$ cat src/rtl/ones_count_arbiter.sv
// ones_count_arbiter: grants whole multi-beat jobs to NREQ requesters in
// round-robin order. It feeds the granted requester's 127-bit beats through
// one shared combinational ones counter, accumulates the per-beat counts, and
// returns the total with the requester id over a valid/ready result port.
module ones_count_arbiter #(
   parameter int unsigned NREQ     = 4,
   parameter int unsigned MAXBEATS = 8,
   parameter int unsigned IDW      = $clog2(NREQ),
   parameter int unsigned ACCW     = 7 + $clog2(MAXBEATS)
) (
   input  logic                  clk,
   input  logic                  rst,
   input  logic [NREQ-1:0]       req_valid,
   input  logic [NREQ-1:0]       req_last,
   input  logic [NREQ*127-1:0]   req_data,
   output logic [NREQ-1:0]       req_ready,
   output logic                  res_valid,
   input  logic                  res_ready,
   output logic [ACCW-1:0]       res_count,
   output logic [IDW-1:0]        res_id,
   output logic                  res_trunc
);

   localparam int unsigned DW  = 127;
   // One extra bit so the counter can represent MAXBEATS itself.
   localparam int unsigned BCW = $clog2(MAXBEATS) + 1;

   typedef enum logic [1:0] {
      StIdle,
      StGrant,
      StBusy,
      StDone
   } state_e;

   state_e           state_q, state_d;
   logic [IDW-1:0]   gnt_q, gnt_d;
   logic [IDW-1:0]   rr_ptr_q, rr_ptr_d;
   logic [ACCW-1:0]  acc_q, acc_d;
   logic [BCW-1:0]   beat_cnt_q, beat_cnt_d;
   logic             trunc_q, trunc_d;

   logic             pick_found;
   logic [IDW-1:0]   pick_idx;
   logic [IDW-1:0]   cand;
   logic [DW-1:0]    slice;
   logic [6:0]       beat_ones;
   logic             beat_acc;
   logic             last_beat;
   logic             cap_beat;

   // OC127 ones counter; result range 0..127 fits in 7 bits.
   function automatic logic [6:0] popcount127(input logic [DW-1:0] v);
      logic [6:0] s;
      s = '0;
      for (int unsigned i = 0; i < DW; i++) begin
         s = s + 7'(v[i]);
      end
      return s;
   endfunction

   // Round-robin pick: first valid requester at or after rr_ptr, wrapping.
   always_comb begin
      pick_found = 1'b0;
      pick_idx   = '0;
      cand       = '0;
      for (int unsigned k = 0; k < NREQ; k++) begin
         cand = IDW'((32'(rr_ptr_q) + k) % NREQ);
         if (!pick_found && req_valid[cand]) begin
            pick_found = 1'b1;
            pick_idx   = cand;
         end
      end
   end

   // Select the granted requester's beat as the ones counter input.
   always_comb begin
      slice = '0;
      for (int unsigned i = 0; i < NREQ; i++) begin
         if (gnt_q == IDW'(i)) begin
            slice = req_data[i*DW +: DW];
         end
      end
   end

   // Beat handshake terms for the granted requester.
   always_comb begin
      beat_ones = popcount127(slice);
      beat_acc  = (state_q == StBusy) && req_valid[gnt_q];
      last_beat = req_last[gnt_q];
      // This accept is beat number MAXBEATS of the job.
      cap_beat  = (beat_cnt_q == BCW'(MAXBEATS - 1));
   end

   // Next-state logic for the job FSM and its datapath registers.
   always_comb begin
      state_d    = state_q;
      gnt_d      = gnt_q;
      rr_ptr_d   = rr_ptr_q;
      acc_d      = acc_q;
      beat_cnt_d = beat_cnt_q;
      trunc_d    = trunc_q;

      unique case (state_q)
         StIdle: begin
            if (pick_found) begin
               gnt_d   = pick_idx;
               state_d = StGrant;
            end
         end

         StGrant: begin
            acc_d      = '0;
            beat_cnt_d = '0;
            trunc_d    = 1'b0;
            state_d    = StBusy;
         end

         StBusy: begin
            if (beat_acc) begin
               acc_d      = acc_q + ACCW'(beat_ones);
               beat_cnt_d = beat_cnt_q + 1'b1;
               if (last_beat) begin
                  trunc_d = 1'b0;
                  state_d = StDone;
               end else if (cap_beat) begin
                  // Remaining beats of this requester become a later job.
                  trunc_d = 1'b1;
                  state_d = StDone;
               end
            end
         end

         StDone: begin
            if (res_ready) begin
               rr_ptr_d = (gnt_q == IDW'(NREQ - 1)) ? '0 : gnt_q + 1'b1;
               state_d  = StIdle;
            end
         end

         default: begin
            state_d = StIdle;
         end
      endcase
   end

   // Outputs decode from state and registered job data only.
   always_comb begin
      req_ready = '0;
      if (state_q == StBusy) begin
         req_ready[gnt_q] = 1'b1;
      end
      res_valid = (state_q == StDone);
      res_count = acc_q;
      res_id    = gnt_q;
      res_trunc = trunc_q;
   end

   // State register with synchronous reset; reset drops any job in flight.
   always_ff @(posedge clk) begin
      if (rst) begin
         state_q    <= StIdle;
         gnt_q      <= '0;
         rr_ptr_q   <= '0;
         acc_q      <= '0;
         beat_cnt_q <= '0;
         trunc_q    <= 1'b0;
      end else begin
         state_q    <= state_d;
         gnt_q      <= gnt_d;
         rr_ptr_q   <= rr_ptr_d;
         acc_q      <= acc_d;
         beat_cnt_q <= beat_cnt_d;
         trunc_q    <= trunc_d;
      end
   end

   a_ready_onehot : assert property (@(posedge clk) disable iff (rst) $onehot0(req_ready));

   a_result_stable : assert property (@(posedge clk) disable iff (rst)
      (res_valid && !res_ready) |=>
         (res_valid && $stable(res_count) && $stable(res_id) && $stable(res_trunc)));

endmodule

$ cat config.mk
export PLATFORM = sky130hd
export DESIGN_NAME = ones_count_arbiter
export DESIGN_NICKNAME = d
export VERILOG_FILES = /design/src/rtl/ones_count_arbiter.sv
export SDC_FILE = /design/constraint.sdc
export NUM_CORES = 1
export LEC_CHECK = 0
export BUFFER_PORTS_ARGS = -buffer_cell sky130_fd_sc_hd__buf_2
export CAP_MARGIN = 15
export CORE_AREA = 8 8 201 203
export DETAILED_ROUTE_END_ITERATION = 8
export DIE_AREA = 0 0 209 211
export HOLD_SLACK_MARGIN = 0.1
export PLACE_DENSITY = 0.59
export SYNTH_ARGS = -nofsm -noshare
export SYNTH_HDL_FRONTEND = slang
export SYNTH_SLANG_ARGS = --single-unit
$ cat constraint.sdc
create_clock -name clk -period 9.2 [get_ports clk]
set_input_delay 0.92 -clock clk [delete_from_list [all_inputs] [get_ports clk]]
set_output_delay 0.92 -clock clk [all_outputs]
set_load 0.02 [all_outputs]
# Word-level counts from Yosys, hierarchy flattened
# Index checks and enable logic that the tools add are counted.
dict set report totals {
  ff_bits 21
  input_bits 519
  out_inout_bits 18
  wordCells 213
}
dict set report classes {
  addsub 132
  n_lt_le_gt_ge 6
  eq_ne 11
  mux 42
  n_reduce_logical 16
}
# operator count
set op_table {}
lappend op_table {{7-bit by 1-bit adder with 7-bit output} 120}
lappend op_table {{127-bit two-way mux} 4}
lappend op_table {{2-bit two-way mux} 10}
lappend op_table {{10-bit one-hot mux with 2 select lines} 1}
lappend op_table {{2-bit by 3-bit < comparator with 1-bit output (second input constant)} 5}
lappend op_table {{1-bit two-way mux} 14}
lappend op_table {{1-bit binary-select mux with 2-bit select} 6}
lappend op_table {{10-bit by 7-bit adder with 10-bit output} 1}
lappend op_table {{10-bit two-way mux} 1}
lappend op_table {{2-bit equality test (second input constant)} 4}
lappend op_table {{4-bit two-way mux} 2}
lappend op_table {{2-bit one-hot mux with 4 select lines} 1}
lappend op_table {{4-bit one-hot mux with 2 select lines} 1}
lappend op_table {{6-bit by 1-bit adder with 7-bit output} 1}
lappend op_table {{5-bit by 1-bit adder with 6-bit output} 1}
lappend op_table {{2-bit AND reduction} 3}
lappend op_table {{4-bit by 1-bit adder with 5-bit output} 1}
lappend op_table {{1-bit logical AND} 5}
lappend op_table {{2-bit by 1-bit adder with 2-bit output (second input constant)} 2}
lappend op_table {{2-bit adder (second input constant)} 2}
lappend op_table {{3-bit by 1-bit adder with 4-bit output} 1}
lappend op_table {{4-bit by 1-bit adder with 4-bit output (second input constant)} 1}
lappend op_table {{2-bit by 1-bit equality test with 1-bit output (second input constant)} 2}
lappend op_table {{4-bit by 3-bit equality test with 1-bit output (second input constant)} 1}
lappend op_table {{other kinds (13)} 17}

# Depth between registers and ports, before layout
# Gate-level depths: netlist of run 1.
dict set report depth {
  ltp_word 134
  mapped_depth 34
  mapped_depth_nobuf 32
}

# Least setup slack after synthesis of run 1
# No wires, ideal clock.
dict set report synth_path {
  path_type {reg2reg}
  from {register gnt_q[1], in the netlist res_id[1]}
  to {register acc_q[6], in the netlist res_count[6]}
  arrival_ns 8.441
  required_time_ns 9.070
  setup_slack_ns 0.630
  stages_incl_launch_ff 35
  n_path_buf 3
  synth_period_minus_slack_ns 8.570
  path_cell_list {dfxtp_1 > inv_1 > ha_1 > buf_2 > nor2b_1 > clkbuf_1 > clkbuf_1 > a22oi_1 > nor2_1 > a21oi_1 > nor2_1 > a21oi_1 > fa_1 > inv_1 > fa_1 > fa_1 > fa_1 > fa_1 > inv_1 > fa_1 > inv_1 > fa_1 > fa_1 > fa_1 > inv_1 > fa_1 > inv_1 > ha_1 > fa_1 > a21o_1 > a21oi_1 > o21bai_1 > a21oi_1 > xor2_1 > o31ai_1}
}
dict set report synth_via {
  elab_chain_cells 134
  word_cells_on_any_way 142
  classes_between {127 x add/sub; 4 x eq/ne; 8 x mux; 3 x reduce/logical}
}
# element line_no
set synth_lines {}
lappend synth_lines {{start, declared} 36} ;# logic [IDW-1:0] gnt_q, gnt_d;
lappend synth_lines {{start signal, assigned} 169} ;# gnt_q <= gnt_d;
lappend synth_lines {{2-bit zero test} 79} ;# if (gnt_q == IDW'(i)) begin
lappend synth_lines {{127-bit two-way mux (4 in series)} 79}
lappend synth_lines {{1-bit by 1-bit adder with 2-bit output} 56} ;# s = s + 7'(v[i]);
lappend synth_lines {{2-bit by 1-bit adder with 3-bit output} 56}
lappend synth_lines {{3-bit by 1-bit adder with 4-bit output} 56}
lappend synth_lines {{4-bit by 1-bit adder with 5-bit output} 56}
lappend synth_lines {{5-bit by 1-bit adder with 6-bit output} 56}
lappend synth_lines {{6-bit by 1-bit adder with 7-bit output} 56}
lappend synth_lines {{7-bit by 1-bit adder with 7-bit output (120 in series)} 56}
lappend synth_lines {{10-bit by 7-bit adder with 10-bit output} 120} ;# acc_d = acc_q + ACCW'(beat_ones);
lappend synth_lines {{10-bit two-way mux} 119} ;# if (beat_acc) begin
lappend synth_lines {{10-bit one-hot mux with 2 select lines} 103} ;# unique case (state_q)
lappend synth_lines {{end signal, assigned} 164} ;# acc_q <= '0;
lappend synth_lines {{end signal, assigned} 171} ;# acc_q <= acc_d;
lappend synth_lines {{end, declared} 38} ;# logic [ACCW-1:0] acc_q, acc_d;
# Parallel ways exist; a longest one is shown, timed or not. The select of a mux whose other input is x is not followed.
# A chain may end at the register's enable or synchronous reset.

# Final worst setup path of run 1
dict set report layout_path {
  from {register gnt_q[0], in the netlist res_id[0]}
  to {register acc_q[6], in the netlist res_count[6]}
}
# Same word-level chain as after synthesis.

==> flow_summary.json, run 1 <==
{
  "mostFrequentLayoutCell": "buf_2",
  "hold_buffers": 0,
  "synthCells": 1303,
  "fin_util_pct": 32.9,
  "clkSinkCount": 21,
  "place_congestion": 0.894,
  "crit_required_ns": 9.36,
  "status": "finished, final reports clean",
  "nFillCells": 4114,
  "yosysWarningCount": 0,
  "synth-edff-count": 0,
  "antenna_found_initial": 11,
  "port_buffers": 536,
  "clock_path_buffers": 2,
  "synth_cell_types": 40,
  "finalCritPeriodShare_pct": 95.6,
  "io_pins": 537,
  "initial_core_util_pct": 23.2,
  "setup_tns_ns": 0,
  "vias_per_cell": 4.75,
  "routed_wl_mm": 47.2,
  "antenna_left": 0,
  "cp_slowest_cell": "fa_1",
  "syn_area_per_cell_um2": 6.62,
  "overflow": 0,
  "vias": 10800,
  "regArea_um2": 420,
  "synth_seq_cells": 21,
  "cp-start-kind": "register",
  "grt_pass1_vias": 11000,
  "layout-drive-gt1-share_pct": 33.2,
  "num_rows": 71,
  "grt_start_max_net_pins": 96,
  "clk_latency_ns": 0.25,
  "drt-wirelength-per-cell_um": 20.8,
  "dp_hpwl_mm": 40.6,
  "hold_class": "reg -> reg",
  "path_common_cell": "fa_1",
  "hold_violations": 0,
  "hold_slack_ns": 0.499,
  "synthesis.nets": 1991,
  "die_area_um2": 44100,
  "synthFlopType": "dfxtp_1",
  "finalCriticalPeriod_ns": 8.80,
  "slew_headroom_pct": 46.2,
  "cts_tree": "built",
  "cts.clk_slew.worst_paths_ns": 0.06,
  "critical_path_class": "reg -> reg",
  "finalClockSkew_ns": 0.00350,
  "layout_common_cells": "536 x buf_2, 216 x nor2_1, 213 x nand2_1, 212 x a21oi_1",
  "setup_ws_ns": 0.401,
  "die_h_um": 211,
  "synth_seq_area_share_pct": 4.87,
  "syn-cell-area_um2": 8630,
  "dp_slack_ns": 0.0514,
  "maxSlewViolCount": 0,
  "placeableCoreArea_um2": 37100,
  "cts_htree_levels": 1,
  "die_w_um": 209,
  "setup_violations": 0,
  "path_max_fanout": 38,
  "clockRootBuffer": "clkbuf_16",
  "cts_buffers": 3,
  "drc": 0,
  "multiInputGateArea_um2": 7450,
  "max_stage_delay_ns": 0.55,
  "syn_to_final_growth_pct": 41.3,
  "drv_cap": 0,
  "reg2reg_slack_ns": 0.40,
  "crit_path_end_kind": "register",
  "grt_pass1_wl_mm": 66.6,
  "nets": 2480,
  "drt_pre_antenna_iters": 5,
  "drtIter0Drc": 870,
  "crit_arrival_ns": 8.96,
  "rsz0062_at_grt": "no",
  "fmax_ghz": 0.114,
  "worstMarginPinSlew_ns": 0.798,
  "ys_async_sr_fraction_pct": 0,
  "track_usage_pct": 19.8
}
==> cell families (layout without fill, tap and decap cells) <==
group	count (synthesis)	after routing	synth area share, %
flops	21	21	4.87
compound gates	390	390	24.4
simple gates	463	463	21.0
other cells	0	6	0
fa+ha+maj	169	169	34.7
mux	37	37	4.64
buf+inv	214	702	9.55
xor+xnor	9	9	0.913
==> critical path: cells and delay by family (launching register included) <==
kind	cells	cell delay, ns
compound gates	6	1.16
xor+xnor	1	0.09
fa+ha+maj	13	6.15
buf+inv	6	0.79
flops	1	0.33
simple gates	1	0.16
==> sequential cells by signal, summed over array words and instances (netlist names) <==
| signal | count |
|---|---|
| beat_cnt_q | 4 |
| res_id | 2 |
| res_count | 10 |
| state_q | 2 |
| rr_ptr_q | 2 |
| res_trunc | 1 |
==> worst paths after layout <==
path | start | to | cells after the start
max reg2reg | res_id[0] | res_count[6] | 27
max | res_id[0] | res_count[6] | 27
min reg2reg | res_count[3] | res_count[3] | 2
min | res_count[3] | res_count[3] | 2
==> cells in the mapped netlist, drive strengths merged (5+ instances only) <==
library cell	instances	share of area (%)
fa	117	27
a22oi	47	4.1
o21ai	117	6.8
inv	117	5.1
nor2	216	9.4
nor3	5	0.29
nand3	8	0.46
clkbuf	76	3.3
buf	21	1.2
dfxtp	21	4.9
xor2	6	0.61
mux2i	34	3.9
nand2	213	9.3
a21oi	212	12
ha	52	7.5
nor2b	5	0.36
==> area by class of cell <==
cell class                 count  share of cell area, %
multi-input combinational   1068                   61.1
inverter                     117                   3.60
tap                          474                   4.86
antenna                        6                  0.123
clock buffer                   4                  0.646
sequential                    21                   3.45
timing repair buffer         581                   26.2
==> through the flow <==
stage,cell area [um2],std cells
3_3_place_gp,11900,2245
3_5_place_dp,11900,2245
2_1_floorplan,8630,1303
4_1_cts,12000,2249
6_report,12200,2271
5_1_grt,12200,2268
==> what timing repair did <==
action	4_1_cts	5_1_grt
pin swaps	0	1
buffers inserted	0	16
resized for setup	1	7
setup endpoints to repair	1	4
==> per-layer routing <==
metal | track usage [%] | wire (um)
met3 | 4.99 | 4200
met4 | 3.06 | 676
met2 | 36.5 | 23700
met5 | 0 | 35
met1 | 23.2 | 18700
Power of run 1 is left out: the tool's default activity adds up to more than one toggle a clock period on the data nets, which glitch-free logic cannot reach.
==> inputs of run 2 (changes only) <==
Settings changed: CORE_AREA 8 8 201 203 to 8 8 203 205, DIE_AREA 0 0 209 211 to 0 0 211 213, PLACE_DENSITY 0.59 to 0.58.
==> flow_summary.json, run 2 (synthesis gave the netlist of run 1 again) <==
{
  "status": "finished, final reports clean",
  "syn_to_final_growth_pct": 42.5,
  "path_common_cell": "fa_1",
  "cp-start-kind": "register",
  "num_rows": 72,
  "hold_violations": 0,
  "finalCriticalPeriod_ns": 8.75,
  "multiInputGateArea_um2": 7460,
  "cts_buffers": 3,
  "clockRootBuffer": "clkbuf_16",
  "cts_tree": "built",
  "nets": 2490,
  "drv_cap": 0,
  "die_area_um2": 44900,
  "finalCritPeriodShare_pct": 95.2,
  "clock_path_buffers": 2,
  "drc": 0,
  "initial_core_util_pct": 22.7,
  "placeableCoreArea_um2": 38100,
  "track_usage_pct": 19.9,
  "clkSinkCount": 21,
  "slew_headroom_pct": 47.5,
  "top_usage_layer": "met2",
  "mostFrequentLayoutCell": "buf_2",
  "setup_violations": 0,
  "worstMarginPinSlew_ns": 0.780,
  "setup_ws_ns": 0.445,
  "critical_path_class": "reg -> reg",
  "crit_path_end_kind": "register",
  "nFillCells": 4307,
  "grt_util_met1_pct": 23.8,
  "maxSlewViolCount": 0,
  "grt_pass1_wl_mm": 67.8,
  "setup_tns_ns": 0,
  "hold_slack_ns": 0.479,
  "die_w_um": 211,
  "path_max_fanout": 26,
  "rsz0062_at_grt": "no",
  "antenna_found_initial": 9,
  "reg2reg_slack_ns": 0.45,
  "grtUsageMet2_pct": 35.7,
  "layout-drive-gt1-share_pct": 33.7,
  "layout_common_cells": "536 x buf_2, 216 x nor2_1, 213 x nand2_1, 211 x a21oi_1",
  "overflow": 0,
  "vias": 10800,
  "crit_required_ns": 9.33,
  "die_h_um": 213,
  "regArea_um2": 420,
  "place_congestion": 0.951,
  "routed_wl_mm": 47.5,
  "finalClockSkew_ns": 0.00425,
  "largest_register_ff_count": 10,
  "io_pins": 537,
  "cp_slowest_cell": "fa_1",
  "drt-wirelength-per-cell_um": 20.4,
  "grt_start_max_net_pins": 86,
  "cts_htree_levels": 1,
  "grt_pass1_vias": 11300,
  "antenna_left": 0,
  "use_met3_pct": 4.29,
  "dp_slack_ns": 0.117,
  "port_buffers": 536,
  "max_stage_delay_ns": 0.61,
  "crit_arrival_ns": 8.88,
  "cts.clk_slew.worst_paths_ns": 0.06,
  "drt_pre_antenna_iters": 5,
  "hold_class": "reg -> reg",
  "vias_per_cell": 4.63,
  "fmax_ghz": 0.114,
  "clk_latency_ns": 0.26,
  "dp_hpwl_mm": 41.9,
  "drtIter0Drc": 753
}
-- run 2: path summary, 6_finish.rpt --
path | start | to | depth (start not counted)
setup / recovery | res_id[0] | res_count[6] | 32
hold / removal | res_count[5] | res_count[5] | 2
setup reg to reg | res_id[0] | res_count[6] | 32
hold reg to reg | res_count[5] | res_count[5] | 2
-- run 2: timing repair --
action,4_1_cts,5_1_grt
hold endpoints to repair,0,0
setup buffers,0,10
hold buffers,0,0
setup endpoints to repair,0,5
resized for setup,0,10
-- run 2: critical path: cells and delay by family, from the launching register on --
kind / cells / cell delay, ns
xor+xnor: 1 / 0.17
fa+ha+maj: 13 / 5.99
simple gates: 3 / 0.55
buf+inv: 7 / 0.64
flops: 1 / 0.31
compound gates: 8 / 0.93
-- run 2: metal layers --
metal	part of all wire, %	wire length, um
met4	2.0	953
met5	0	0
met2	50	23700
met1	41	19400
met3	7.2	3410
-- run 2: final cells by class --
cell class,count,share of cell area [%]
Tap cell,518,5.27
Clock buffer,4,0.641
Sequential cell,21,3.42
Inverter,117,3.57
Timing Repair Buffer,591,26.3
Multi-Input combinational cell,1068,60.7
Antenna cell,6,0.122
-- run 2: stage by stage --
step	instances	area, um2	utilization, %
floorplan	1303	8630	-
global placement	2304	12100	31.6
detailed placement	2304	12100	31.6
CTS	2308	12100	31.8
global route	2323	12300	32.3
finish	2325	12300	32.3
Power of run 2 is left out for the same reason.
==> inputs of run 3 (changes only) <==
Settings changed: PLACE_DENSITY 0.58 to default.
==> flow_summary.json, run 3 (synthesis gave the netlist of run 1 again) <==
{
  "status": "finished, final reports clean",
  "finalClockSkew_ns": 0.00537,
  "track_usage_pct": 19.7,
  "overflow": 0,
  "setup_ws_ns": 0.432,
  "finalCritPeriodShare_pct": 95.3,
  "vias": 10800,
  "hold_buffers": 0,
  "syn_to_final_growth_pct": 42.8,
  "path_common_cell": "fa_1",
  "crit_required_ns": 9.40,
  "worstMarginPinSlew_ns": 0.789,
  "crit_path_end_kind": "register",
  "layout-drive-gt1-share_pct": 33.9,
  "die_w_um": 211,
  "antenna_found_initial": 8,
  "crit_start": "res_id[1]",
  "antenna_left": 0,
  "nets": 2491,
  "die_area_um2": 44900,
  "layout_common_cells": "536 x buf_2, 216 x nor2_1, 213 x nand2_1, 210 x a21oi_1",
  "grt_pass1_vias": 11300,
  "r2r_end": "res_count[9]",
  "largest_register_ff_count": 10,
  "hold_slack_ns": 0.482,
  "placeableCoreArea_um2": 38100,
  "drt-wirelength-per-cell_um": 20.2,
  "drtIter0Drc": 842,
  "critical_path_class": "reg -> reg",
  "hold_class": "reg -> reg",
  "setup_violations": 0,
  "reg2reg_slack_ns": 0.43,
  "crit_arrival_ns": 8.96,
  "max_stage_delay_ns": 0.57,
  "cts_buffers": 3,
  "grt_start_max_net_pins": 61,
  "cts.clk_slew.worst_paths_ns": 0.06,
  "fmax_ghz": 0.114,
  "clock_path_buffers": 2,
  "hold_violations": 0,
  "cp_slowest_cell": "fa_1",
  "reg2reg_from": "res_id[1]",
  "routed_wl_mm": 47.1,
  "port_buffers": 536,
  "reg2reg_depth": 31,
  "mostFrequentLayoutCell": "buf_2",
  "die_h_um": 213,
  "drv_cap": 0,
  "initial_core_util_pct": 22.7,
  "grt_pass1_wl_mm": 66.9,
  "clk_latency_ns": 0.26,
  "vias_per_cell": 4.63,
  "drt_pre_antenna_iters": 5,
  "cp-start-kind": "register",
  "slew_headroom_pct": 46.9,
  "place_congestion": 0.947,
  "num_rows": 72,
  "clockRootBuffer": "clkbuf_16",
  "finalCriticalPeriod_ns": 8.77,
  "drc": 0,
  "maxSlewViolCount": 0,
  "io_pins": 537,
  "path_max_fanout": 12,
  "dp_slack_ns": 0.268,
  "dp_hpwl_mm": 41.4,
  "cts_tree": "built",
  "clkSinkCount": 21,
  "cts_htree_levels": 1,
  "endpoint": "res_count[9]"
}
[run 3: cell count changes in the layout (fill, tap and decap cells not counted), sizes merged]
cell / change
buf: -1
nor2b: +1
diode: +2
clkinv: +1
[run 3: worst min-delay path by stage]
stage	slack [ns]	startpoint	cells past startpoint	end
6_report	0.48	res_count[5]	2	res_count[5]
5_1_grt	0.50	res_count[5]	2	res_count[5]
4_1_cts	0.49	res_count[5]	2	res_count[5]
3_5_place_dp	0.48	res_count[5]	2	res_count[5]
3_3_place_gp	0.47	res_count[5]	2	res_count[5]
2_1_floorplan	0.48	rr_ptr_q[1]	2	rr_ptr_q[1]
[run 3: timing repair]
| action | in CTS | in global routing |
|---|---|---|
| gates resized for setup | 0 | 17 |
| setup endpoints to repair | 0 | 4 |
| setup buffers | 0 | 8 |
| hold endpoints to repair | 0 | 0 |
[run 3: final cells by class]
type	count	area, um2
clock buffers	3	75.1
multi-input cells	1069	7470
repair buffers	591	3250
fillers	4226	25800
diodes	8	20.0
inverters	117	439
flip-flops and latches	21	422
well taps	518	648
clock inverters	1	5.00
[run 3: layer usage]
metal | routed length [um] | global-route usage [%] | up-vias
li1 | - | - | 5303
met1 | 19000 | 23.2 | 4975
met2 | 23100 | 34.4 | 461
met3 | 3770 | 5.05 | 44
met4 | 1240 | 6.39 | 0
met5 | 0 | 0 | -
[run 3: worst max-delay path: cells and delay by family, from the launching register on]
| kind | cells | cell delay, ns |
|---|---|---|
| adder cells (fa/ha/maj) | 12 | 5.66 |
| AO/OA/AOI/OAI | 7 | 1.26 |
| buffers and inverters | 8 | 0.89 |
| multiplexers | 1 | 0.38 |
| flip-flops | 1 | 0.31 |
| AND/OR/NAND/NOR | 3 | 0.18 |
[run 3: stage by stage]
stage | setup TNS [ns] | instance area (um2) | utilization, % | std cells
6_report | 0 | 12300 | 32.4 | 2328
3_3_place_gp | 0 | 12100 | 31.7 | 2305
3_5_place_dp | 0 | 12100 | 31.7 | 2305
4_1_cts | 0 | 12200 | 31.9 | 2309
2_1_floorplan | 0 | 8630 | - | 1303
5_1_grt | -0.0141 | 12300 | 32.3 | 2327
Power of run 3 is left out for the same reason.
